File: config.mk
export PLATFORM = sky130hd
export DESIGN_NAME = mem_requester
export DESIGN_NICKNAME = d
export VERILOG_FILES = /design/src/rtl/mem_requester.sv
export SDC_FILE = /design/constraint.sdc
export NUM_CORES = 1
export LEC_CHECK = 0
export BUFFER_PORTS_ARGS = -buffer_cell sky130_fd_sc_hd__buf_2
export CORE_MARGIN = 1
export CORE_UTILIZATION = 40
export DETAILED_ROUTE_END_ITERATION = 12
export PLACE_DENSITY = 0.71
export SYNTH_ARGS = -nofsm -noshare
export SYNTH_HDL_FRONTEND = slang
export SYNTH_SLANG_ARGS = --single-unit
File: constraint.sdc
create_clock -name clk -period 2.5 [get_ports clk]
set_input_delay 0.375 -clock clk [delete_from_list [all_inputs] [get_ports clk]]
set_output_delay 0.375 -clock clk [all_outputs]
set_load 0.02 [all_outputs]
File: src/rtl/mem_requester.sv
// Memory requester: queues load/store requests from the pipeline in a small FIFO
// and issues them one at a time to a stalling data-memory subsystem.
module mem_requester #(
  parameter int FIFO_DEPTH = 4
) (
  input  logic        clk,
  input  logic        rst,
  input  logic        req_valid,
  input  logic        req_write,
  input  logic [9:0]  req_addr,
  input  logic [31:0] req_wdata,
  output logic        req_ready,
  output logic        MemRead,
  output logic        MemWrite,
  output logic [9:0]  WordAddress,
  output logic [31:0] DataIn,
  input  logic [31:0] DataOut,
  input  logic        stall,
  output logic        resp_valid,
  output logic        resp_is_write,
  output logic [31:0] resp_rdata,
  output logic        busy,
  output logic [0:0]  o_dbg_state
);

  localparam int AW = $clog2(FIFO_DEPTH);
  localparam int EW = 1 + 10 + 32;
  localparam logic [AW:0] FULL_CNT = (AW + 1)'(FIFO_DEPTH);

  localparam logic [0:0] S_IDLE  = 1'b0;
  localparam logic [0:0] S_ISSUE = 1'b1;

  logic [EW-1:0] r_fifo [FIFO_DEPTH];
  logic [AW-1:0] r_rd_ptr;
  logic [AW-1:0] r_wr_ptr;
  logic [AW:0]   r_count;
  logic [0:0]    r_state;

  logic          r_mem_read;
  logic          r_mem_write;
  logic [9:0]    r_word_addr;
  logic [31:0]   r_data_in;
  logic          r_resp_valid;
  logic          r_resp_is_write;
  logic [31:0]   r_resp_rdata;

  logic          w_full;
  logic          w_empty;
  logic          w_push;
  logic          w_pop;
  logic [EW-1:0] w_head;

  // Handshake: a request is taken on any rising edge where req_valid && req_ready;
  // req_ready depends only on registered occupancy, never on req_valid.
  assign w_full  = (r_count == FULL_CNT);
  assign w_empty = (r_count == '0);
  assign w_push  = req_valid && !w_full;
  assign w_pop   = !w_empty && ((r_state == S_IDLE) || !stall);
  assign w_head  = r_fifo[r_rd_ptr];

  assign req_ready     = !w_full;
  assign busy          = !w_empty || (r_state != S_IDLE);
  assign MemRead       = r_mem_read;
  assign MemWrite      = r_mem_write;
  assign WordAddress   = r_word_addr;
  assign DataIn        = r_data_in;
  assign resp_valid    = r_resp_valid;
  assign resp_is_write = r_resp_is_write;
  assign resp_rdata    = r_resp_rdata;
  assign o_dbg_state   = r_state;

  always_ff @(posedge clk) begin
    if (w_push) begin
      r_fifo[r_wr_ptr] <= {req_write, req_addr, req_wdata};
    end
  end

  always_ff @(posedge clk or posedge rst) begin
    if (rst) begin
      r_rd_ptr <= '0;
      r_wr_ptr <= '0;
      r_count  <= '0;
    end else begin
      if (w_push) r_wr_ptr <= r_wr_ptr + 1'b1;
      if (w_pop)  r_rd_ptr <= r_rd_ptr + 1'b1;
      case ({w_push, w_pop})
        2'b10:   r_count <= r_count + 1'b1;
        2'b01:   r_count <= r_count - 1'b1;
        default: r_count <= r_count;
      endcase
    end
  end

  // The same edge that completes a transaction may load the next one from the
  // FIFO head, so ISSUE can run back-to-back without an idle cycle.
  always_ff @(posedge clk or posedge rst) begin
    if (rst) begin
      r_state         <= S_IDLE;
      r_mem_read      <= 1'b0;
      r_mem_write     <= 1'b0;
      r_word_addr     <= '0;
      r_data_in       <= '0;
      r_resp_valid    <= 1'b0;
      r_resp_is_write <= 1'b0;
      r_resp_rdata    <= '0;
    end else begin
      r_resp_valid <= 1'b0;
      case (r_state)
        S_IDLE: begin
          if (!w_empty) begin
            r_mem_write <= w_head[42];
            r_mem_read  <= !w_head[42];
            r_word_addr <= w_head[41:32];
            r_data_in   <= w_head[31:0];
            r_state     <= S_ISSUE;
          end
        end
        S_ISSUE: begin
          if (!stall) begin
            r_resp_valid    <= 1'b1;
            r_resp_is_write <= r_mem_write;
            if (!r_mem_write) r_resp_rdata <= DataOut;
            if (!w_empty) begin
              r_mem_write <= w_head[42];
              r_mem_read  <= !w_head[42];
              r_word_addr <= w_head[41:32];
              r_data_in   <= w_head[31:0];
            end else begin
              r_mem_read  <= 1'b0;
              r_mem_write <= 1'b0;
              r_state     <= S_IDLE;
            end
          end
        end
        default: r_state <= S_IDLE;
      endcase
    end
  end

endmodule
**After elaboration in Yosys (flattened, before gate mapping)**

Memories as Yosys holds them, arrays and structs flattened.
Index checks and enable logic that the tools add are counted.

- Output and inout bits: 81
- Bits in latches: 0
- Bits of input ports: 79
- RAM bits: 172
- ROM bits: 0
- Flip-flop bits (word level): 86
- Word-level logic and storage cells: 59
- Memories kept: 1

Memories:

| memory | depth | bits a word | read ports | clocked after memory_dff | write ports | RTL line | RTL |
|---|---|---|---|---|---|---|---|
| r_fifo | 4 | 43 | 1 | 0 | 1 | 33 | `logic [EW-1:0] r_fifo [FIFO_DEPTH];` |

- $lt $le $gt $ge: 0
- $add $sub $neg: 4
- Equal/unequal tests: 5
- Multiplexer cells: 22
- Reductions and logical operators: 13
- Multiply operators: 0
- Bitwise gates (word level): 3
- Divide/modulo/power cells: 0
- Shift operators: 0

Operator list:

| cell | number |
|---|---|
| 2-to-1 mux 32 bit | 2 |
| case mux 32 bit (2 select lines) | 1 |
| 2-to-1 mux 10 bit | 2 |
| case mux 10 bit (2 select lines) | 1 |
| 2-to-1 mux 1 bit | 12 |
| case mux 1 bit (2 select lines) | 3 |
| case mux 3 bit (2 select lines) | 1 |
| adder 2 x 1 -> 2 bit, second input constant | 2 |
| logical NOT 1 bit | 4 |
| inequality test 2 bit, second input constant | 2 |
| AND reduction 2 bit | 2 |
| adder 3 x 1 -> 3 bit, second input constant | 1 |
| == test 3 bit, second input constant | 1 |
| logical NOT 3 bit | 1 |
| NOT 1 bit | 3 |
| AND reduction 3 bit | 1 |
| subtractor 3 x 1 -> 3 bit, second input constant | 1 |
| == test 2 x 1 -> 1 bit, second input constant | 1 |
| == test 2 bit, second input constant | 1 |
| logical AND 1 bit | 2 |
| logical OR 1 bit | 2 |
| nonzero test 2 bit | 1 |

**Depth between registers and ports, before layout**

- Depth in word-level cells: 5
- Depth in mapped cells: 10
- Depth with buffers taken out: 9

**Worst setup path before layout**

OpenSTA, ideal clock, no wires.

- Kind: register -> register
- Start: register r_count[2]
- End: memory r_fifo[0][0] (netlist bit), enable pin
- Setup time: 0.405 ns
- Required time: 2.095 ns
- Clock period less this slack: 2.255 ns
- Data arrival time: 1.850 ns
- Stages on the path, launching flop included: 3
- Slack: 0.245 ns
- Path buffers: 0
- Cell sequence: dfrtp_1 -> or3b_1 -> and3_1

- Cells in the longest elaborated chain, start to end: 5

Ends and longest elaborated chain:

| what | RTL line | RTL |
|---|---|---|
| start: declaration | 36 | `logic [AW:0] r_count;` |
| start signal: assignment | 87 | `2'b10: r_count <= r_count + 1'b1;` |
| start signal: assignment | 88 | `2'b01: r_count <= r_count - 1'b1;` |
| start signal: assignment | 89 | `default: r_count <= r_count;` |
| == test 3 bit | 55 | `assign w_full = (r_count == FULL_CNT);` |
| logical NOT 1 bit | - |  |
| via req_ready | 12 | `output logic req_ready,` |
| logical AND 1 bit | 57 | `assign w_push = req_valid && !w_full;` |
| 2-to-1 mux 1 bit | 73 | `if (w_push) begin` |
| 2-to-1 mux 1 bit (implied by the code) | 74 | `r_fifo[r_wr_ptr] <= {req_write, req_addr, req_wdata};` |
| end: declaration | 33 |  |

The timed path passes the listed nets, and every way through them passes these cells.

**Worst setup path in the final report**

- Start: register r_count[0]
- End: register r_count[2]

- Cells in the longest elaborated chain, start to end: 5
- Elaborated cells between the ends (all ways): 12
- Those cells by class: 2 x add/sub; 3 x eq/ne; 1 x mux; 6 x reduce/logical

Ends and longest elaborated chain:

| what | RTL line | RTL |
|---|---|---|
| == test 3 bit / logical NOT 3 bit (equally long branches) | 55, 56 |  |
| logical NOT 1 bit (on tied branches) | - |  |
| logical AND 1 bit (on tied branches) | 57, 58 |  |
| == test 2 x 1 -> 1 bit / == test 2 bit (equally long branches) | 86 | `case ({w_push, w_pop})` |
| case mux 3 bit (2 select lines) / nonzero test 2 bit (equally long branches) | - |  |

Parallel ways exist; a longest one is shown, timed or not.
A chain may end at the register's enable or synchronous reset.

==> reports/results.ini <==
[run_status]
outcome=finished clean

[place]
portBuffers=159
dp_hpwl_mm=11.07
dp_cells=917
globalplace.congestion=0.7297
post-place-ws_ns=0.2565

[final_layout]
drive_above_1_share_pct=52.69
syn_to_final_growth_pct=22.94
instances_no_fill=972
nNetsFinal=714

[synthesis]
avgSynthCellArea_um2=21.88
synth.top_cell.area_share_pct=53.53
ys_types=29
synth_edf_count=172
synth_most_common_cell=edfxtp_1
syn_inst=441
syn_nets=526
yosysTopAreaCell=edfxtp_1
synthTopCellsByCount=edfxtp_1, dfrtp_1, mux2_2
synth_area_um2=9649
yosysWarnings=0
synth_flop_cell=edfxtp_1
yosys_register_bits=258
ys_async_sr_fraction_pct=33.33
yosysSeqAreaShare_pct=75.83
synthTopCellsByArea=edfxtp_1, dfrtp_1, mux4_2, mux2_2, buf_6

[clock_network]
clk_latency_ns=0.52
clock_tree.root_cell=clkbuf_16
numCtsBuffers=28
cts_tree=done
cts_setup_buffers=0
htreeDepth=1
clkTransAtPathRegs_ns=0.06
clock_sinks=258
cts.path.max_buffers=3

[critical_path]
crit_arrival_ns=2.70
r2r-start=r_count[0]
path_max_fanout=6
reg2reg_depth=9
critical-path-top-delay-family=simple AND/OR/NAND/NOR gates
timing.rr.end=r_count[2]
startpoint_type=flip-flop
worst-setup-path-type=flip-flop to flip-flop
crit_chain=or3b_1 > and2_4 > inv_1 > ha_1 > inv_1 > fa_1 > xor2_1 > nor2_1 > xor2_1
reg2reg_slack_ns=0.24
cp-end-kind=flip-flop
crit_slowest_cell=or3b_1
worst-path-buf-inv=2
cp_data_required_time_ns=2.94
worst_path_largest_cell_delay_ns=0.44

[global_route]
grt_pass1_vias=4965
antenna_found_initial=3
grt_first_pass_wirelength_mm=27.37
grt-ovfl-total=0
grt_use_total_pct=14.71
grt_max_degree=44

[power]
power.density_nw_per_um2=1304
leakagePower_nw=4.558
power.share.sequential_pct=41.8
pwr-share-clk_pct=27.8
combPwrFrac_pct=30.4
internal-power_w=0.01080
peakVddDrop_mv=0.7545
p_total_w=0.01547
power_switching_w=0.004661
switching_share_pct=30.14

[timing]
rsz0062_at_grt=no
slew_viol_final=0
fin_crit_ns=2.260
setup_tns_ns=0
period_share_pct=90.39
setup_viol=0
slew-limit-headroom_pct=52.08
tightest_slew_ns=0.7188
fin_skew_ns=0.009817
hold_viol=0
max_freq_mhz=442.5
layout_setup_ws_ns=0.2403

[hold_path]
holdCritPathClass=primary input to flip-flop
hold_start=req_addr[0]
hold_depth=1
hold_path_end=r_fifo[0][32]

[die]
die_h_um=157.3
core_area_um2=23540
initial_core_util_pct=40.99
num_rows=56
ioPinCount=160
fp.dieW_um=157.3
die_area_um2=24750

[routing]
vias_per_cell=4.855
vias=4719
dr.pass1.iters=6
drt-initial-drc-count=200
wl_mm=17.87
wire_per_inst_um=18.39
drcViolationCount=0
ant_nets=0

[job]
drv_cap=0

-- how the worst max path moves through the flow --
stage / from / end / slack, ns / cells after the start
3_3_place_gp: r_count[0] / r_count[2] / 0.32 / 9
4_1_cts: r_count[0] / r_count[2] / 0.24 / 9
3_5_place_dp: r_count[0] / r_count[2] / 0.26 / 9
6_report: r_count[0] / r_count[2] / 0.24 / 9
5_1_grt: r_count[0] / r_count[2] / 0.08 / 9
2_1_floorplan: r_count[2] / r_fifo[0][0] / 0.24 / 2
-- layer usage --
layer | share of wire (%) | vias up | GRT usage [%]
met2 | 50 | 167 | 25.83
met1 | 41 | 2406 | 18.06
met5 | 0.073 | - | 0
li1 | - | 2121 | -
met4 | 1.3 | 2 | 3.883
met3 | 7.3 | 23 | 3.634
-- state kept, by name, summed over array words and instances (netlist names), 2 cells and up --
name         cells
resp_rdata      32
r_rd_ptr         2
r_count          3
WordAddress     10
r_wr_ptr         2
r_fifo         172
DataIn          32
-- cells by family after synthesis --
kind of cell               Yosys count  share of synthesized area [%]
AOI/OAI and AO/OA                    3                         0.2724
DFF                                258                          75.83
adders and majority gates            6                         0.8558
muxes                              119                          19.09
and+or+nand+nor                     22                          1.413
xor gates and xnor gates             6                         0.5446
buffers and inverters               27                          1.997
-- worst reg2reg max path: stages, from the launching register on --
cell and delay [ns]:
dfrtp_1 0.42, or3b_1 0.44, and2_4 0.21, inv_1 0.05, ha_1 0.17, inv_1 0.06, fa_1 0.38, xor2_1 0.15
nor2_1 0.13, xor2_1 0.16
-- power by group through the flow --
stage          sequential, W  combinational (W)  clock [W]
3_3_place_gp         0.00646            0.00471          0
2_1_floorplan        0.00723            0.00265          0
4_1_cts              0.00648            0.00484    0.00442
5_1_grt              0.00659            0.00512    0.00458
3_5_place_dp         0.00656            0.00482          0
6_report             0.00646            0.00471    0.00430
-- cell usage in the layout (no fill, tap or decap), types with 3 or more instances in the layout --
cell type and count:
edfxtp_1 172, buf_2 159, dfrtp_1 84, mux2_2 73
mux4_2 38, clkbuf_16 29, buf_4 13, inv_1 9
clkbuf_8 6, mux4_1 5, ha_1 5, clkbuf_1 5
nand3_1 4, xnor2_1 4, and3_2 4, bufinv_16 4
nand2_1 3, clkinvlp_4 3, nor2_1 3, clkinv_2 3
-- per-stage QoR --
| step | hold slack, ns | area (µm²) | utilization, % |
|---|---|---|---|
| final | 0.06804 | 11860 | 50.39 |
| after global routing | 0.04484 | 11860 | 50.38 |
| after CTS | 0.03693 | 11860 | 50.37 |
| after detailed placement | 0.4578 | 10840 | 46.05 |
| after global placement | 0.4505 | 10840 | 46.05 |
| after floorplan | 0.4519 | 9653 | - |
-- final cells by class --
| class | instances | area, µm² |
|---|---|---|
| repair buffers | 175 | 943.4 |
| clock inverters | 11 | 172.7 |
| clock buffers | 41 | 834.6 |
| flip-flops and latches | 258 | 7322 |
| diodes | 2 | 5.005 |
| inverters | 10 | 41.29 |
| well taps | 319 | 399.1 |
| fillers | 1930 | 11680 |
| multi-input cells | 156 | 2145 |
-- what timing repair did --
| item | CTS | global route |
|---|---|---|
| hold buffers | 1 | 0 |
| hold endpoints to repair | 20 | 0 |
| gates resized for setup | 0 | 0 |
(Power assumes the default switching activity.)
